File: src/rtl/usb_cmd_decoder.sv
// usb_cmd_decoder: parses PC packets popped from the USB in-FIFO, performs
// register writes, register reads or echo, and pushes replies to the out-FIFO.
// Everything runs on iCLK; the FIFOs handle the USB clock crossing.

module usb_cmd_decoder #(
    parameter int          D_BIT  = 32,
    parameter logic [15:0] TO_CYC = 16'd50000
) (
    input  logic             iCLK,
    input  logic             reset,
    input  logic [D_BIT-1:0] iRX_DATA,
    input  logic             iRX_EMPTY,
    output logic             oRX_RD,
    output logic [D_BIT-1:0] oTX_DATA,
    output logic             oTX_WR,
    input  logic             iTX_FULL,
    output logic [7:0]       oREG_ADDR,
    output logic [D_BIT-1:0] oREG_WDATA,
    output logic             oREG_WR,
    output logic             oREG_RD,
    input  logic [D_BIT-1:0] iREG_RDATA,
    output logic             oBUSY,
    output logic [7:0]       oERR_CNT
);

    typedef enum logic [2:0] {
        S_IDLE, S_HDR, S_WR, S_RD_REQ, S_RD_DATA, S_ECHO, S_REPLY, S_ERR
    } state_t;

    state_t           r_state, w_next;
    logic             r_rdPend;
    logic             r_txValid;
    logic [D_BIT-1:0] r_txData;
    logic [7:0]       r_op, r_addr, r_n, r_idx, r_errCode, r_errCnt;
    logic [15:0]      r_toCnt;

    logic             w_stall, w_lastIdx, w_timeout;
    logic             w_rxRd, w_regWr, w_regRd, w_txLoad, w_hdrLatch, w_idxInc, w_errInc;
    logic [D_BIT-1:0] w_txWord;
    logic [7:0]       w_errCode;

    // A held reply word that cannot be written blocks every new read or push.
    assign w_stall   = r_txValid & iTX_FULL;
    assign w_lastIdx = (r_idx == r_n - 8'd1);
    assign w_timeout = iRX_EMPTY && (r_toCnt >= TO_CYC - 16'd1);

    // Next-state and strobe decode; every read is issued only when the output
    // slot is guaranteed free on the cycle its data arrives.
    always_comb begin
        w_next     = r_state;
        w_rxRd     = 1'b0;
        w_regWr    = 1'b0;
        w_regRd    = 1'b0;
        w_txLoad   = 1'b0;
        w_txWord   = '0;
        w_hdrLatch = 1'b0;
        w_idxInc   = 1'b0;
        w_errInc   = 1'b0;
        w_errCode  = r_errCode;
        case (r_state)
            S_IDLE: begin
                if (!iRX_EMPTY && !w_stall) begin
                    w_rxRd = 1'b1;
                    w_next = S_HDR;
                end
            end
            S_HDR: begin
                w_hdrLatch = 1'b1;
                if (iRX_DATA[31:24] != 8'hA5) begin
                    w_errCode = 8'h01;
                    w_next    = S_ERR;
                end else begin
                    case (iRX_DATA[23:16])
                        8'h01: w_next = (iRX_DATA[7:0] == 8'd0) ? S_REPLY : S_WR;
                        8'h02, 8'h03: begin
                            w_txLoad = 1'b1;
                            w_txWord = {8'h5A, iRX_DATA[23:0]};
                            if (iRX_DATA[7:0] == 8'd0)
                                w_next = S_IDLE;
                            else if (iRX_DATA[23:16] == 8'h02)
                                w_next = S_RD_REQ;
                            else
                                w_next = S_ECHO;
                        end
                        default: begin
                            w_errCode = 8'h02;
                            w_next    = S_ERR;
                        end
                    endcase
                end
            end
            S_WR: begin
                if (r_rdPend) begin
                    w_regWr  = 1'b1;
                    w_idxInc = 1'b1;
                    if (w_lastIdx) w_next = S_REPLY;
                end else if (!iRX_EMPTY && !w_stall) begin
                    w_rxRd = 1'b1;
                end else if (w_timeout) begin
                    w_errCode = 8'h03;
                    w_next    = S_ERR;
                end
            end
            S_RD_REQ: begin
                if (!w_stall) begin
                    w_regRd = 1'b1;
                    w_next  = S_RD_DATA;
                end
            end
            S_RD_DATA: begin
                w_txLoad = 1'b1;
                w_txWord = iREG_RDATA;
                w_idxInc = 1'b1;
                w_next   = w_lastIdx ? S_IDLE : S_RD_REQ;
            end
            S_ECHO: begin
                if (r_rdPend) begin
                    w_txLoad = 1'b1;
                    w_txWord = iRX_DATA;
                    w_idxInc = 1'b1;
                    if (w_lastIdx) w_next = S_IDLE;
                end else if (!iRX_EMPTY && !w_stall && !iTX_FULL) begin
                    w_rxRd = 1'b1;
                end else if (w_timeout) begin
                    w_errCode = 8'h03;
                    w_next    = S_ERR;
                end
            end
            S_REPLY: begin
                if (!w_stall) begin
                    w_txLoad = 1'b1;
                    w_txWord = {8'h5A, r_op, r_addr, r_n};
                    w_next   = S_IDLE;
                end
            end
            S_ERR: begin
                if (!w_stall) begin
                    w_txLoad = 1'b1;
                    w_txWord = {24'hEE0000, r_errCode};
                    w_errInc = 1'b1;
                    w_next   = S_IDLE;
                end
            end
            default: w_next = S_IDLE;
        endcase
    end

    // State, header fields, payload index, read-pending flag and error tracking.
    always_ff @(posedge iCLK or posedge reset) begin
        if (reset) begin
            r_state   <= S_IDLE;
            r_rdPend  <= 1'b0;
            r_op      <= '0;
            r_addr    <= '0;
            r_n       <= '0;
            r_idx     <= '0;
            r_errCode <= '0;
            r_errCnt  <= '0;
        end else begin
            r_state   <= w_next;
            r_rdPend  <= w_rxRd;
            r_errCode <= w_errCode;
            if (w_hdrLatch) begin
                r_op   <= iRX_DATA[23:16];
                r_addr <= iRX_DATA[15:8];
                r_n    <= iRX_DATA[7:0];
                r_idx  <= '0;
            end else if (w_idxInc) begin
                r_idx <= r_idx + 8'd1;
            end
            if (w_errInc && r_errCnt != 8'hFF) r_errCnt <= r_errCnt + 8'd1;
        end
    end

    // Consecutive RX-empty cycles while waiting for payload words.
    always_ff @(posedge iCLK or posedge reset) begin
        if (reset)
            r_toCnt <= '0;
        else if ((r_state == S_WR || r_state == S_ECHO) && iRX_EMPTY)
            r_toCnt <= r_toCnt + 16'd1;
        else
            r_toCnt <= '0;
    end

    // One-entry output register holding a reply word until the out-FIFO takes it.
    always_ff @(posedge iCLK or posedge reset) begin
        if (reset) begin
            r_txValid <= 1'b0;
            r_txData  <= '0;
        end else if (w_txLoad) begin
            r_txValid <= 1'b1;
            r_txData  <= w_txWord;
        end else if (oTX_WR) begin
            r_txValid <= 1'b0;
        end
    end

    assign oRX_RD     = w_rxRd;
    assign oREG_WR    = w_regWr;
    assign oREG_RD    = w_regRd;
    assign oREG_ADDR  = r_addr + r_idx;
    assign oREG_WDATA = w_regWr ? iRX_DATA : '0;
    assign oTX_WR     = r_txValid & ~iTX_FULL;
    assign oTX_DATA   = r_txData;
    assign oBUSY      = (r_state != S_IDLE);
    assign oERR_CNT   = r_errCnt;

endmodule

File: config.mk
export PLATFORM = sky130hd
export DESIGN_NAME = usb_cmd_decoder
export DESIGN_NICKNAME = d
export VERILOG_FILES = /design/src/rtl/usb_cmd_decoder.sv
export SDC_FILE = /design/constraint.sdc
export NUM_CORES = 1
export LEC_CHECK = 0
export BUFFER_PORTS_ARGS = -buffer_cell sky130_fd_sc_hd__clkbuf_2
export CORE_MARGIN = 3
export CORE_UTILIZATION = 43
export DETAILED_ROUTE_END_ITERATION = 16
export GPL_TIMING_DRIVEN = 0
export PLACE_DENSITY = 0.68
export SLEW_MARGIN = 40
export SYNTH_ARGS = -nofsm -noshare
export SYNTH_HDL_FRONTEND = slang
export SYNTH_SLANG_ARGS = --single-unit
File: constraint.sdc
create_clock -name iCLK -period 6.5 [get_ports iCLK]
set_clock_uncertainty 0.05 [all_clocks]
set_input_delay 1.3 -clock iCLK [delete_from_list [all_inputs] [get_ports iCLK]]
set_output_delay 1.3 -clock iCLK [all_outputs]
set_load 0.01 [all_outputs]
# Word-level counts from Yosys, hierarchy flattened
# Index checks and enable logic that the tools add are counted.
# Widths: inputs -> output; s select.
# totals
ff_bits,101
out_inout_bits,85
# classes
n_addsub,5
order_cmp,1
eq_ne,25
mux,52
n_bitwise,3
reduce_logical,21
# op_table
cell,count
$pmux 32 s5,1
$mux 32,3
$mux 31,3
$mux 8,9
$mux 3,14
$pmux 8 s3,1
$pmux 3 s7,1
$add 16x1->16 const B,1
$add 8x1->8 const B,2
$eq 8x2->1 const B,2
$ge 16x16->1 const B,1
$mux 16,1
$ne 8x8->1 const B,2
$ne 3x3->1 const B,5
$mux 1,14
$ne 2x2->1 const B,7
$eq 3x3->1 const B,4
$add 8x8->8,1
$eq 8x1->1 const B,1
$eq 8x8->1,1
$logic_not 8->1,1
$sub 8x1->8 const B,1
$reduce_and 7->1,1
$eq 3x2->1 const B,2
17 further kinds,28

# Depth between registers and ports, before layout
# depth
word_depth,7
depth_mapped,10
mapped_depth_nobuf,9

# Least setup slack after synthesis
# OpenSTA, ideal clock, no wires.
# synth_path
path_type,input to output
from,input iTX_FULL
to,output oREG_RD
arrival_ps,1785
t_required_ps,5150
setup_slack_ps,3365
path_stages,3
path_buffers,0
path_cell_list,nand2_1 -> nand2_1 -> nor3_1
# synth_via
elab_chain_len,3
# synth_lines
element,line,text
"start, declared",16,"input logic iTX_FULL,"
$and 1x1->1,43,assign w_stall = r_txValid & iTX_FULL;
$mux 1,105,if (!w_stall) begin
$mux 1,60,case (r_state)
"end, declared",20,"output logic oREG_RD,"
# No other way between the ends.

# Worst setup path in the final report
# layout_path
from,register r_idx[0]
to,output oREG_ADDR[6]
# layout_via
elab_chain_len,1
# layout_lines
element,line,text
"start, declared",34,"logic [7:0] r_op, r_addr, r_n, r_idx, r_errCode, r_errCnt;"
"start signal, assigned",169,r_idx <= r_idx + 8'd1;
$add 8x8->8,201,assign oREG_ADDR = r_addr + r_idx;
"end, declared",17,"output logic [7:0] oREG_ADDR,"
# No other way between the ends.

==> impl_metrics.env <==
export IMPL_worstSetupStartpointType="flip-flop"
export IMPL_synth_simple_area_share_pct=20.25
export IMPL_required_ps=5150
export IMPL_vias=5064
export IMPL_wl_met3_mm=1.221
export IMPL_synthFlopType="dfrtp_1"
export IMPL_antenna_found_initial=0
export IMPL_critPathArrivalTime_ps=2400
export IMPL_rsz0062_at_grt="false"
export IMPL_diodes=0
export IMPL_hold_ws_ps=416.1
export IMPL_dp_cells=878
export IMPL_p_leak_nw=3.229
export IMPL_path_class="reg2out"
export IMPL_cts_tree="yes"
export IMPL_clockBufferDepth=2
export IMPL_wl_mm=15.98
export IMPL_fin_setup_tns_ps=0
export IMPL_finish_net_count=801
export IMPL_io_buffer_count=151
export IMPL_dp_hpwl_mm=12.03
export IMPL_p_total_mw=3.041
export IMPL_grt_pass1_wl_mm=25.72
export IMPL_drt_met1_wl_mm=6.694
export IMPL_place_congestion=0.8441
export IMPL_synthCells=558
export IMPL_grt_util_all_layers_pct=23.14
export IMPL_clkTransAtPathRegs_ps=70
export IMPL_clock_root_buffer="clkbuf_16"
export IMPL_viasPerCell=5.664
export IMPL_cts_htree_levels=3
export IMPL_drive_gt1_share_pct=29.89
export IMPL_finalSetupViolations=0
export IMPL_cts_hold_buffers=0
export IMPL_status="completed"
export IMPL_synth_avg_cell_area_um2=9.633
export IMPL_die_w_um=117.8
export IMPL_muxShareOfSynthArea_pct=4.795
export IMPL_worst_pin_slew_ps=658.5
export IMPL_drc_errors=0
export IMPL_synth_xor_area_share_pct=6.844
export IMPL_synth_seq_cells=95
export IMPL_synth_adder_area_share_pct=2.933
export IMPL_initial_core_util_pct=44.38
export IMPL_synth_compound_area_share_pct=16.22
export IMPL_fin_crit_sh_pct=57.68
export IMPL_synth_top_family_by_area="simple AND/OR/NAND/NOR gates"
export IMPL_post_cts_buffers=0
export IMPL_highest_layer="met4"
export IMPL_drtPass1Iterations=7
export IMPL_ys_seq_area_share_pct=44.23
export IMPL_maxSlewViolCount=0
export IMPL_end_kind="output port"
export IMPL_dieArea_mm2=0.01388
export IMPL_wl_per_cell_um=17.88
export IMPL_p_per_area_mw_per_mm2=452.7
export IMPL_relSlewSlack_pct=55.48
export IMPL_rows=40
export IMPL_num_io_pins=153
export IMPL_final_cells=894
export IMPL_hold_class="reg2reg"
export IMPL_cts_buffers=9
export IMPL_max_cap_violations=0
export IMPL_placed_cell_area_mm2=0.006391
export IMPL_final_area_mm2=0.006718
export IMPL_syn_to_final_growth_pct=24.98
export IMPL_min_period_ps=3749
export IMPL_yosys_warnings=0
export IMPL_clock_sinks=95
export IMPL_wl_met2_mm=7.652
export IMPL_cp_max_fo=5
export IMPL_clk_latency_ps=360
export IMPL_synthesis_area_mm2=0.005375
export IMPL_core_area_mm2=0.01211
export IMPL_cts_resized=0
export IMPL_die_height_um=117.8
export IMPL_synth_async_sr_flop_share_pct=100.0
export IMPL_nFillCells=1128
export IMPL_grt_pass1_vias=4968
export IMPL_ant_nets=0
export IMPL_hold_viol_final=0
export IMPL_synth_edf_count=0
export IMPL_max_freq_ghz=0.2667
export IMPL_ys_types=67
export IMPL_grt_overflow_total=0
export IMPL_grt_max_degree=78
export IMPL_ir_drop_v=0.0001982
export IMPL_syn_num_nets=638
export IMPL_dr_first_iter_drc_count=400
## flip-flops by register name, indices dropped and copies added, names as in the netlist
name and flops:
r_n 8, oTX_DATA 32, r_op 8, r_addr 8
r_rdPend 1, r_idx 8, r_errCode 2, oERR_CNT 8
r_toCnt 16, r_txValid 1, r_state 3
## path summary, 6_finish.rpt
| path | start | depth (start not counted) | slack, ps | endpoint |
|---|---|---|---|---|
| worst min-delay path | r_toCnt[0] | 1 | 420 | r_toCnt[0] |
| worst max register to register | r_n[0] | 10 | 3690 | r_state[2] |
| min in group asynchronous | reset | 2 | 820 | oTX_DATA[24] |
| worst min register to register | r_toCnt[0] | 1 | 420 | r_toCnt[0] |
| worst max-delay path | r_idx[0] | 10 | 2750 | oREG_ADDR[6] |
| max in group asynchronous | reset | 3 | 4970 | oTX_DATA[6] |
## through the flow
step                      setup WS, ps  util (%)
after global placement            1468     52.36
after detailed placement          2651     52.77
after CTS                         2741     55.46
final                             2751     55.46
after floorplan                   2673         -
after global routing              2556     55.46
## layout make-up
type	instances	area, um^2	share of cell area, %
multi-input combinational	408	2759	41.07
tap	168	210.2	3.129
timing repair buffer	152	783.3	11.66
buffer	37	186.4	2.775
clock buffer	9	225.2	3.353
inverter	18	75.07	1.118
clock inverter	7	101.3	1.509
sequential	95	2377	35.39
## routing by layer
layer / global-route usage [%] / up-vias
li1: - / 2347
met1: 29.64 / 2464
met2: 38.45 / 224
met3: 4.709 / 29
met4: 9.304 / 0
met5: 0 / -
## placed cells by master, fill, tap and decap left out, types with 9 or more instances in the layout
cell and count:
inv_1 17, a222oi_1 25, buf_2 10, clkbuf_1 21
clkbuf_16 9, and3_1 10, a21oi_1 22, dfrtp_1 95
nand2_1 53, ha_1 11, xor2_1 18, xnor2_1 24
and2_1 35, o21ai_0 20, nor2_1 54, mux2_2 21
nand3_1 21, clkbuf_2 152
## kinds of logic after synthesis
family          Yosys count
xor+xnor                 42
compound gates          115
fa+ha+maj                12
flops                    95
buf+inv                  55
mux                      23
simple gates            216
## worst max-delay path: stages, from the launching register on
cell,delay [ps]
dfrtp_1,470
ha_1,210
inv_1,50
fa_1,390
inv_1,70
a21oi_1,60
o21bai_1,210
a21o_1,150
a21oi_1,70
xnor2_1,170
clkbuf_2,160
## power breakdown
| group | total [mW] | switching [mW] | internal [mW] |
|---|---|---|---|
| Combinational | 1.46 | 0.842 | 0.613 |
| Sequential | 0.993 | 0.178 | 0.816 |
| Clock | 0.592 | 0.250 | 0.342 |
## synth_stat cells (2+ instances only)
master,count,area share [%]
a21o_1,2,0.28
a21oi_1,22,2.0
a21oi_2,2,0.33
a221o_1,2,0.37
a222oi_1,25,4.7
a22oi_1,5,0.70
a311oi_1,2,0.33
a31oi_1,5,0.58
a41oi_1,2,0.33
and2_1,35,4.1
and3_1,10,1.2
buf_2,10,0.93
buf_6,4,0.84
clkbuf_1,21,1.5
dfrtp_1,95,44
ha_1,11,2.6
inv_1,18,1.3
mux2_2,21,4.4
nand2_1,53,3.7
nand2b_1,3,0.35
nand3_1,21,2.0
nand4_1,6,0.70
nor2_1,54,3.8
nor2_2,2,0.23
nor2b_1,2,0.23
nor3_1,3,0.28
nor3b_1,4,0.56
nor4_1,5,0.58
o211a_1,2,0.37
o211ai_1,2,0.28
o21a_1,2,0.28
o21ai_0,20,1.9
o21bai_1,4,0.56
o2bb2ai_1,2,0.33
o31ai_1,2,0.28
o41ai_1,2,0.33
or3_1,4,0.47
or4_1,4,0.56
xnor2_1,24,3.9
xor2_1,18,2.9
(Power assumes the default switching activity.)
